File: config.mk
export PLATFORM = sky130hd
export DESIGN_NAME = seg_shift_out
export DESIGN_NICKNAME = d
export VERILOG_FILES = /design/src/rtl/seg_shift_out.sv
export SDC_FILE = /design/constraint.sdc
export NUM_CORES = 1
export LEC_CHECK = 0
export CAP_MARGIN = 20
export CORE_UTILIZATION = 55
export DETAILED_ROUTE_END_ITERATION = 8
export PLACE_DENSITY = 0.87
export SLEW_MARGIN = 25
export SYNTH_ARGS = -nofsm -noshare
export SYNTH_HDL_FRONTEND = slang
export SYNTH_SLANG_ARGS = --single-unit
export TNS_END_PERCENT = 30
File: constraint.sdc
create_clock -name clk -period 3.1 [get_ports clk]
set_clock_uncertainty 0.2 [all_clocks]
set_input_delay 0.465 -clock clk [delete_from_list [all_inputs] [get_ports clk]]
set_output_delay 0.465 -clock clk [all_outputs]
set_load 0.05 [all_outputs]
File: src/rtl/seg_shift_out.sv
// Serialises a 64-bit segment pattern MSB first into an external shift-register chain, then strobes SEG_PEN.
// Define SEG_SHIFT_REFRESH_EN to retransmit SEG_TXT automatically REFRESH_GAP idle cycles after each frame.
module seg_shift_out #(
   parameter int unsigned DIV         = 2,
   parameter int unsigned REFRESH_GAP = 1024
) (
   input  logic        clk,
   input  logic        rst,
   input  logic        start,
   input  logic [63:0] SEG_TXT,
   output logic        busy,
   output logic        done,
   output logic        seg_clk,
   output logic        seg_sout,
   output logic        SEG_PEN,
   output logic        seg_clrn
);

   if (DIV < 1 || DIV > 255 || REFRESH_GAP < 1) begin : g_bad_param
      $error("seg_shift_out: DIV must be 1..255 and REFRESH_GAP at least 1");
   end

   typedef enum logic [2:0] {IDLE, SHIFT_LO, SHIFT_HI, LATCH, DONE} state_t;

   localparam logic [7:0] DIV_LAST = 8'(DIV - 1);

   state_t      state_q, state_d;
   logic [63:0] shreg_q, shreg_d;
   logic [5:0]  bit_q, bit_d;
   logic [7:0]  div_q, div_d;
   logic        busy_q, busy_d;
   logic        done_q, done_d;
   logic        sclk_q, sclk_d;
   logic        sout_q, sout_d;
   logic        pen_q, pen_d;
   logic        clrn_q, clrn_d;
   logic        div_end;
   logic        go;
   logic        auto_go;

`ifdef SEG_SHIFT_REFRESH_EN
   localparam int unsigned GAP_W = (REFRESH_GAP > 1) ? $clog2(REFRESH_GAP) : 1;
   localparam logic [GAP_W-1:0] GAP_LAST = GAP_W'(REFRESH_GAP - 1);

   logic [GAP_W-1:0] gap_q, gap_d;
   logic             arm_q, arm_d;

   // Auto refresh only runs once a frame has completed since the last reset.
   assign auto_go = (state_q == IDLE) && arm_q && (gap_q == GAP_LAST);
`else
   assign auto_go = 1'b0;
`endif

   assign div_end = (div_q == DIV_LAST);
   assign go      = start | auto_go;

   always_comb begin
      state_d = state_q;
      shreg_d = shreg_q;
      bit_d   = bit_q;
      div_d   = div_q;
`ifdef SEG_SHIFT_REFRESH_EN
      gap_d   = gap_q;
      arm_d   = arm_q;
`endif
      case (state_q)
         IDLE: begin
            if (go) begin
               shreg_d = SEG_TXT;
               bit_d   = '0;
               div_d   = '0;
               state_d = SHIFT_LO;
            end
`ifdef SEG_SHIFT_REFRESH_EN
            if (go)
               gap_d = '0;
            else if (arm_q)
               gap_d = gap_q + 1'b1;
`endif
         end
         SHIFT_LO: begin
            if (div_end) begin
               div_d   = '0;
               state_d = SHIFT_HI;
            end else begin
               div_d = div_q + 8'd1;
            end
         end
         SHIFT_HI: begin
            if (div_end) begin
               div_d   = '0;
               shreg_d = {shreg_q[62:0], 1'b0};
               bit_d   = bit_q + 6'd1;
               state_d = (bit_q == 6'd63) ? LATCH : SHIFT_LO;
            end else begin
               div_d = div_q + 8'd1;
            end
         end
         LATCH: begin
            if (div_end) begin
               div_d   = '0;
               state_d = DONE;
            end else begin
               div_d = div_q + 8'd1;
            end
         end
         DONE: begin
            state_d = IDLE;
`ifdef SEG_SHIFT_REFRESH_EN
            arm_d   = 1'b1;
            gap_d   = '0;
`endif
         end
         default: state_d = IDLE;
      endcase

      // Outputs are decoded from the next state so they register alongside it.
      busy_d = (state_d != IDLE);
      done_d = (state_d == DONE);
      sclk_d = (state_d == SHIFT_HI);
      pen_d  = (state_d == LATCH);
      sout_d = (state_d == SHIFT_LO) ? shreg_d[63] : sout_q;
      clrn_d = 1'b1;
   end

   always_ff @(posedge clk) begin
      if (rst) begin
         state_q <= IDLE;
         shreg_q <= '0;
         bit_q   <= '0;
         div_q   <= '0;
         busy_q  <= 1'b0;
         done_q  <= 1'b0;
         sclk_q  <= 1'b0;
         sout_q  <= 1'b0;
         pen_q   <= 1'b0;
         clrn_q  <= 1'b0;
`ifdef SEG_SHIFT_REFRESH_EN
         gap_q   <= '0;
         arm_q   <= 1'b0;
`endif
      end else begin
         state_q <= state_d;
         shreg_q <= shreg_d;
         bit_q   <= bit_d;
         div_q   <= div_d;
         busy_q  <= busy_d;
         done_q  <= done_d;
         sclk_q  <= sclk_d;
         sout_q  <= sout_d;
         pen_q   <= pen_d;
         clrn_q  <= clrn_d;
`ifdef SEG_SHIFT_REFRESH_EN
         gap_q   <= gap_d;
         arm_q   <= arm_d;
`endif
      end
   end

   assign busy     = busy_q;
   assign done     = done_q;
   assign seg_clk  = sclk_q;
   assign seg_sout = sout_q;
   assign SEG_PEN  = pen_q;
   assign seg_clrn = clrn_q;

endmodule
### Word-level counts from Yosys, hierarchy flattened

Cells that the tools add are included.

| storage, ports and cells | value |
|---|---|
| register bits | 87 |
| input bits | 67 |
| output and inout bits | 6 |
| logic and storage cells | 47 |

| operators by class | value |
|---|---|
| add/sub/neg operators | 2 |
| equal/unequal tests | 11 |
| multiplexer cells | 16 |
| reductions and logical operators | 7 |

Operator list:

| cell | number |
|---|---|
| two-way mux 64 bit | 2 |
| case mux 64 bit (2 select lines) | 1 |
| two-way mux 8 bit | 2 |
| case mux 8 bit (2 select lines) | 1 |
| == test 3 x 2 -> 1 bit (second input constant) | 4 |
| two-way mux 3 bit | 4 |
| two-way mux 6 bit | 2 |
| case mux 3 bit (4 select lines) | 1 |
| case mux 6 bit (2 select lines) | 1 |
| adder 8 x 1 -> 8 bit (second input constant) | 1 |
| == test 8 x 1 -> 1 bit (second input constant) | 1 |
| adder 6 x 1 -> 6 bit (second input constant) | 1 |
| == test 3 x 1 -> 1 bit (second input constant) | 2 |
| == test 6 bit (second input constant) | 1 |
| != test 2 bit (second input constant) | 2 |
| nonzero test 2 bit | 2 |
| == test 3 bit (second input constant) | 1 |
| logical NOT 3 bit | 1 |
| AND reduction 3 bit | 1 |
| nonzero test 3 bit | 1 |
| OR reduction 3 bit | 1 |
| two-way mux 2 bit | 1 |
| AND reduction 2 bit | 1 |
| two-way mux 1 bit | 1 |

### Longest topological paths before layout

| logic depth | value |
|---|---|
| depth in word-level cells | 5 |
| depth in mapped cells | 9 |
| mapped depth without buffers | 6 |

### Worst setup path after synthesis

Ideal clock, no wire load.

| timing | value |
|---|---|
| path kind | flip-flop to flip-flop |
| start | register div_q[0] |
| end | register bit_q[5] |
| library setup time | 0.118 ns |
| data arrival time | 1.663 ns |
| setup slack | 1.118 ns |
| cell stages (with the launch flop) | 6 |
| clock period less this slack | 1.982 ns |
| cells stage by stage | dfxtp_1 > ha_1 > nor4b_4 > a31oi_2 > or4_1 > mux2i_1 |

| on the way | value |
|---|---|
| cells in the longest elaborated chain, start to end | 3 |

RTL lines:

| element | line | text |
|---|---|---|
| from (decl) | 30 | `logic [7:0] div_q, div_d;` |
| from (signal assigned) | 146 | `div_q <= div_d;` |
| == test 8 x 1 -> 1 bit | 54 | `assign div_end = (div_q == DIV_LAST);` |
| != test 2 bit (no source line) | - |  |
| AND reduction 3 bit (no source line) | - |  |
| to (signal assigned) | 145 | `bit_q <= bit_d;` |
| to (decl) | 29 | `logic [5:0] bit_q, bit_d;` |

No other way between the ends.
A chain may end at the register's enable or synchronous reset.

### Worst setup path in the final report

| timing | value |
|---|---|
| start | register div_q[0] |
| end | register shreg_q[50] |

| on the way | value |
|---|---|
| cells in the longest elaborated chain, start to end | 3 |

RTL lines:

| element | line | text |
|---|---|---|
| == test 8 x 1 -> 1 bit | 54 |  |
| != test 2 bit (no source line) | - |  |
| AND reduction 3 bit (no source line) | - |  |
| to (signal assigned) | 144 | `shreg_q <= shreg_d;` |
| to (decl) | 28 | `logic [63:0] shreg_q, shreg_d;` |

No other way between the ends.

==> results <==
- The flow ran to the end, and the final reports show no timing, DRC or antenna violations.
- The final wirelength is 7.771 mm.
- The logic depth of the worst register-to-register path is 6.
- For this run, the detailed router's first-pass iteration total came to 5.
- The most used flip-flop cell after synthesis is sky130_fd_sc_hd__dfxtp_1.
- The count of hold-fix buffers inserted at cts is 0.
- The worst hold path was traced through 2 stages.
- The proportion of register bits with asynchronous set or reset after synthesis is 0%.
- The core area is 0.006314 mm^2.
- Setup violations remaining at the end of the flow were counted as 0.
- The clock edge transition at the registers on the reported setup and hold paths is 0.08 ns.
- The relative area change from synthesis to final layout is 25.77%.
- Counting flops and latches in the post-synthesis netlist gives 87.
- The global-route wire length before repair is 13.07 mm.
- The number of pins with negative max-slew slack in the final report was 0.
- The utilization after layout is 71.66%.
- The synthesized design spends more area on one cell type than any other, namely sky130_fd_sc_hd__dfxtp_1.
- The number of DRC violations after detailed routing is 0.
- The sequential cell area fraction in the yosys report is 48.42%.
- The pin count of the biggest net entering global routing is 73.
- Walking the worst path, the cells encountered are ha_1 > nor4b_4 > and3_2 > buf_12 > a22oi_1 > a21oi_1.
- The detailed router finished its first iteration with 189 violations.
- The proportion of layout cells with a drive suffix above 1 is 7.328%.
- The HPWL after detailed placement is 5.104 mm.
- For this design the total switching power over the nets is 606.7 uW.
- With fillers left out, the area of the finished cells amounts to 0.004524 mm^2.
- The overall die area is 0.006867 mm^2.
- After synthesis, the cell types taking the most area are sky130_fd_sc_hd__dfxtp_1 (48%), sky130_fd_sc_hd__a22oi_1 (13%), sky130_fd_sc_hd__a21oi_1 (9.2%).
- In this run the tool buffered the top-level ports with 72 buffer cells.
- In this run the tightest slew margin relative to its limit is 38.72%.
- The sum of buffers and inverters on the critical path is 1.
- The final critical path takes up 81.20% of the cycle.
- The area of the mapped netlist is 0.003597 mm^2.
- STA classifies the critical path endpoint as a register.
- STA puts the critical path data required time at 3.17 ns.
- The number of antenna violations at the first check in global routing is 0.
- Averaged over all synthesized cells, the footprint is 8.926 um^2.
- Summed over all failing endpoints, the final setup total negative slack is 0 ns.
- In this run the worst path has a maximum fanout of 46.
- The placed standard-cell area is 0.004350 mm^2.
- For this design the top-level I/O count stands at 73.
- The analysis attributes to cell leakage a power of 0.001573 uW.
- The root buffer cell is sky130_fd_sc_hd__clkbuf_8.
- The routability congestion estimate is 0.7778.
- The starting density of the core is 56.98%.
- The clock latency on the worst-skew pair is 0.35 ns.
- The post-cts resize count is 0.
- The routed design could run at a clock period as short as 2.517 ns.
- In this run the biggest area consumer among cell types represents 48.42% of the synthesized area.
- The number of nets in the synthesized netlist is 473.
- In this design, the largest share of critical-path delay is due to simple AND/OR/NAND/NOR gates.
- In this run, the combinational gates consume 16.2% of the power.
- Once detail routing completed, the nets flagged for antenna violations numbered 0.
- The routed length per instance is 14.36 um.
- The number of filler instances in the final layout is 492.
- After detailed routing, the number of vias per cell comes to 5.860.
- The internal power of the cells totals 1701 uW.
- In this run the core area contains 29 standard-cell rows.
- The number of hold violations in the final report is 0.
- The overall track demand over capacity in global routing is 23.23%.
- The worst voltage drop across the vdd grid is 305.5 uV.
- The synthesized design contains 0 enable-type register cells.
- The worst stage delay on the critical path is 0.59 ns.
- The count of mapped cells out of synthesis is 403.
- The worst setup path is of the reg -> reg kind.
- Setup repair after global routing left no endpoint under its margin.
- The via count of the first global-routing pass is 2958.
- The CTS sink count is 87.
- Of the total power, the share spent switching nets is 26.29%.
- The remaining global-route overflow is 0.
- The arrival time at the worst endpoint is 2.59 ns.
- The Yosys step of the flow raised 0 warnings.
- The number of buffers created by CTS is 9.
- The number of inserted diodes is 0.
- The worst hold-check path type is reg -> reg.
- In this run the number of cells on the critical path is 6.
- The synthesized netlist contains 46 unique library cells.
- The worst setup path is launched from a register.
- Based on the critical path, the design can be clocked at up to 397.3 MHz.
- Registers are responsible for 53.5% of the overall power.
- For the pin with the worst max-slew slack, the measured transition is 0.9121 ns.
- Once the clock tree was built, the setup fixing pass inserted 0 buffers.
- The die span in y is 82.87 um.
- Max-cap violations in this run came to 0.
- After the last flow step, the layout net total stands at 530.
- In this run the number of H-tree levels came out at 3.
- The worst-path cell with the longest stage delay is sky130_fd_sc_hd__and3_2.
- The design draws 2307 uW.
- TritonCTS built the clock tree.
- The via total after detailed routing is 3170.
- In this run the power density over the cells is 510.0 mW/mm^2.
- The clock share of power is 30.2%.
- The floorplan step set the die width to 82.87 um.
- The maximum buffer depth of the clock tree is 2.
path summary, 6_finish.rpt:
| kind | start | slack [ns] | to |
|---|---|---|---|
| worst min register to register | shreg_q[23] | 0.26 | shreg_q[23] |
| worst min-delay path | shreg_q[23] | 0.26 | shreg_q[23] |
| worst max register to register | div_q[0] | 0.58 | shreg_q[50] |
| worst max-delay path | div_q[0] | 0.58 | shreg_q[50] |
worst register-to-register path, cell delays in order, from the launching register on:
cell and delay [ns]:
sky130_fd_sc_hd__dfxtp_1 0.41, sky130_fd_sc_hd__ha_1 0.17, sky130_fd_sc_hd__nor4b_4 0.49, sky130_fd_sc_hd__and3_2 0.60
sky130_fd_sc_hd__buf_12 0.29, sky130_fd_sc_hd__a22oi_1 0.13, sky130_fd_sc_hd__a21oi_1 0.16
final cells by class:
type | count | area, um^2 | share of cell area, %
Multi-Input combinational cell | 279 | 1692 | 37.39
Sequential cell | 87 | 1742 | 38.50
Inverter | 4 | 15.01 | 0.3319
Timing Repair Buffer | 79 | 805.8 | 17.81
Tap cell | 77 | 96.34 | 2.129
Clock inverter | 3 | 18.77 | 0.4148
Clock buffer | 12 | 155.1 | 3.429
layer usage:
layer  global-route usage [%]  part of all wire (%)
met5                        0                     0
met4                    8.777                   1.0
met3                    4.374                   5.9
met2                    39.57                    49
met1                    29.17                    44
stage by stage:
stage / hold slack [ns] / std cells / setup slack, ns
finish: 0.2575 / 541 / 0.5829
global route: 0.2713 / 541 / 0.4257
CTS: 0.2586 / 541 / 0.6054
detailed placement: 0.2473 / 526 / 0.6302
global placement: 0.2421 / 526 / 0.7216
floorplan: 0.2367 / 403 / 1.118
logic make-up after synthesis:
kind of cell	share of synthesized area, %
AO/OA/AOI/OAI	25.91
XOR/XNOR	1.704
adder cells (fa/ha/maj)	1.044
buffers and inverters	5.009
flip-flops	48.42
multiplexers	0.8696
AND/OR/NAND/NOR	17.04
cell usage after synthesis (2+ instances only):
| cell | number |
|---|---|
| sky130_fd_sc_hd__or3_1 | 3 |
| sky130_fd_sc_hd__nand4_1 | 4 |
| sky130_fd_sc_hd__inv_1 | 4 |
| sky130_fd_sc_hd__a21boi_1 | 2 |
| sky130_fd_sc_hd__or2_2 | 2 |
| sky130_fd_sc_hd__nor4b_4 | 2 |
| sky130_fd_sc_hd__buf_6 | 3 |
| sky130_fd_sc_hd__a2111oi_0 | 2 |
| sky130_fd_sc_hd__o31ai_1 | 2 |
| sky130_fd_sc_hd__ha_1 | 3 |
| sky130_fd_sc_hd__clkbuf_1 | 21 |
| sky130_fd_sc_hd__buf_4 | 3 |
| sky130_fd_sc_hd__nor4b_1 | 2 |
| sky130_fd_sc_hd__o21ai_0 | 2 |
| sky130_fd_sc_hd__and4_1 | 3 |
| sky130_fd_sc_hd__a21oi_1 | 66 |
| sky130_fd_sc_hd__mux2i_1 | 2 |
| sky130_fd_sc_hd__xnor2_1 | 6 |
| sky130_fd_sc_hd__nor2_1 | 12 |
| sky130_fd_sc_hd__or4_1 | 3 |
| sky130_fd_sc_hd__a31oi_1 | 3 |
| sky130_fd_sc_hd__dfxtp_1 | 87 |
| sky130_fd_sc_hd__a22oi_1 | 62 |
| sky130_fd_sc_hd__nor3b_1 | 4 |
| sky130_fd_sc_hd__buf_2 | 6 |
| sky130_fd_sc_hd__nand2_1 | 71 |
| sky130_fd_sc_hd__nor3_1 | 3 |
| sky130_fd_sc_hd__or3b_2 | 2 |
power groups by stage:
stage	clock, uW	sequential [uW]	combinational (uW)
after global routing	771	1240	411
after global placement	0	1260	364
final	698	1240	374
after CTS	714	1230	375
after detailed placement	0	1260	373
after floorplan	0	1260	214
sequential cells by signal, indices dropped and copies added, names as in the netlist:
name	count
done	1
shreg_q	64
div_q	8
seg_clk	1
state_q	3
seg_clrn	1
SEG_PEN	1
bit_q	6
busy	1
seg_sout	1
layout by cell type, fill, tap and decap left out, types with 3 or more instances in the layout:
cell type / Yosys / routed
sky130_fd_sc_hd__or3_1: 3 / 3
sky130_fd_sc_hd__clkbuf_8: 0 / 11
sky130_fd_sc_hd__nor3b_1: 4 / 4
sky130_fd_sc_hd__buf_12: 0 / 3
sky130_fd_sc_hd__nor3_1: 3 / 3
sky130_fd_sc_hd__clkdlybuf4s50_1: 0 / 71
sky130_fd_sc_hd__nand2_1: 71 / 71
sky130_fd_sc_hd__xnor2_1: 6 / 6
sky130_fd_sc_hd__a22oi_1: 62 / 62
sky130_fd_sc_hd__ha_1: 3 / 3
sky130_fd_sc_hd__dfxtp_1: 87 / 87
sky130_fd_sc_hd__a21oi_1: 66 / 66
sky130_fd_sc_hd__nand4_1: 4 / 4
sky130_fd_sc_hd__nor2_1: 12 / 12
sky130_fd_sc_hd__and4_1: 3 / 3
sky130_fd_sc_hd__inv_1: 4 / 4
sky130_fd_sc_hd__or4_1: 3 / 3
sky130_fd_sc_hd__buf_4: 3 / 4
No activity file was read; power rests on OpenSTA's default activity.
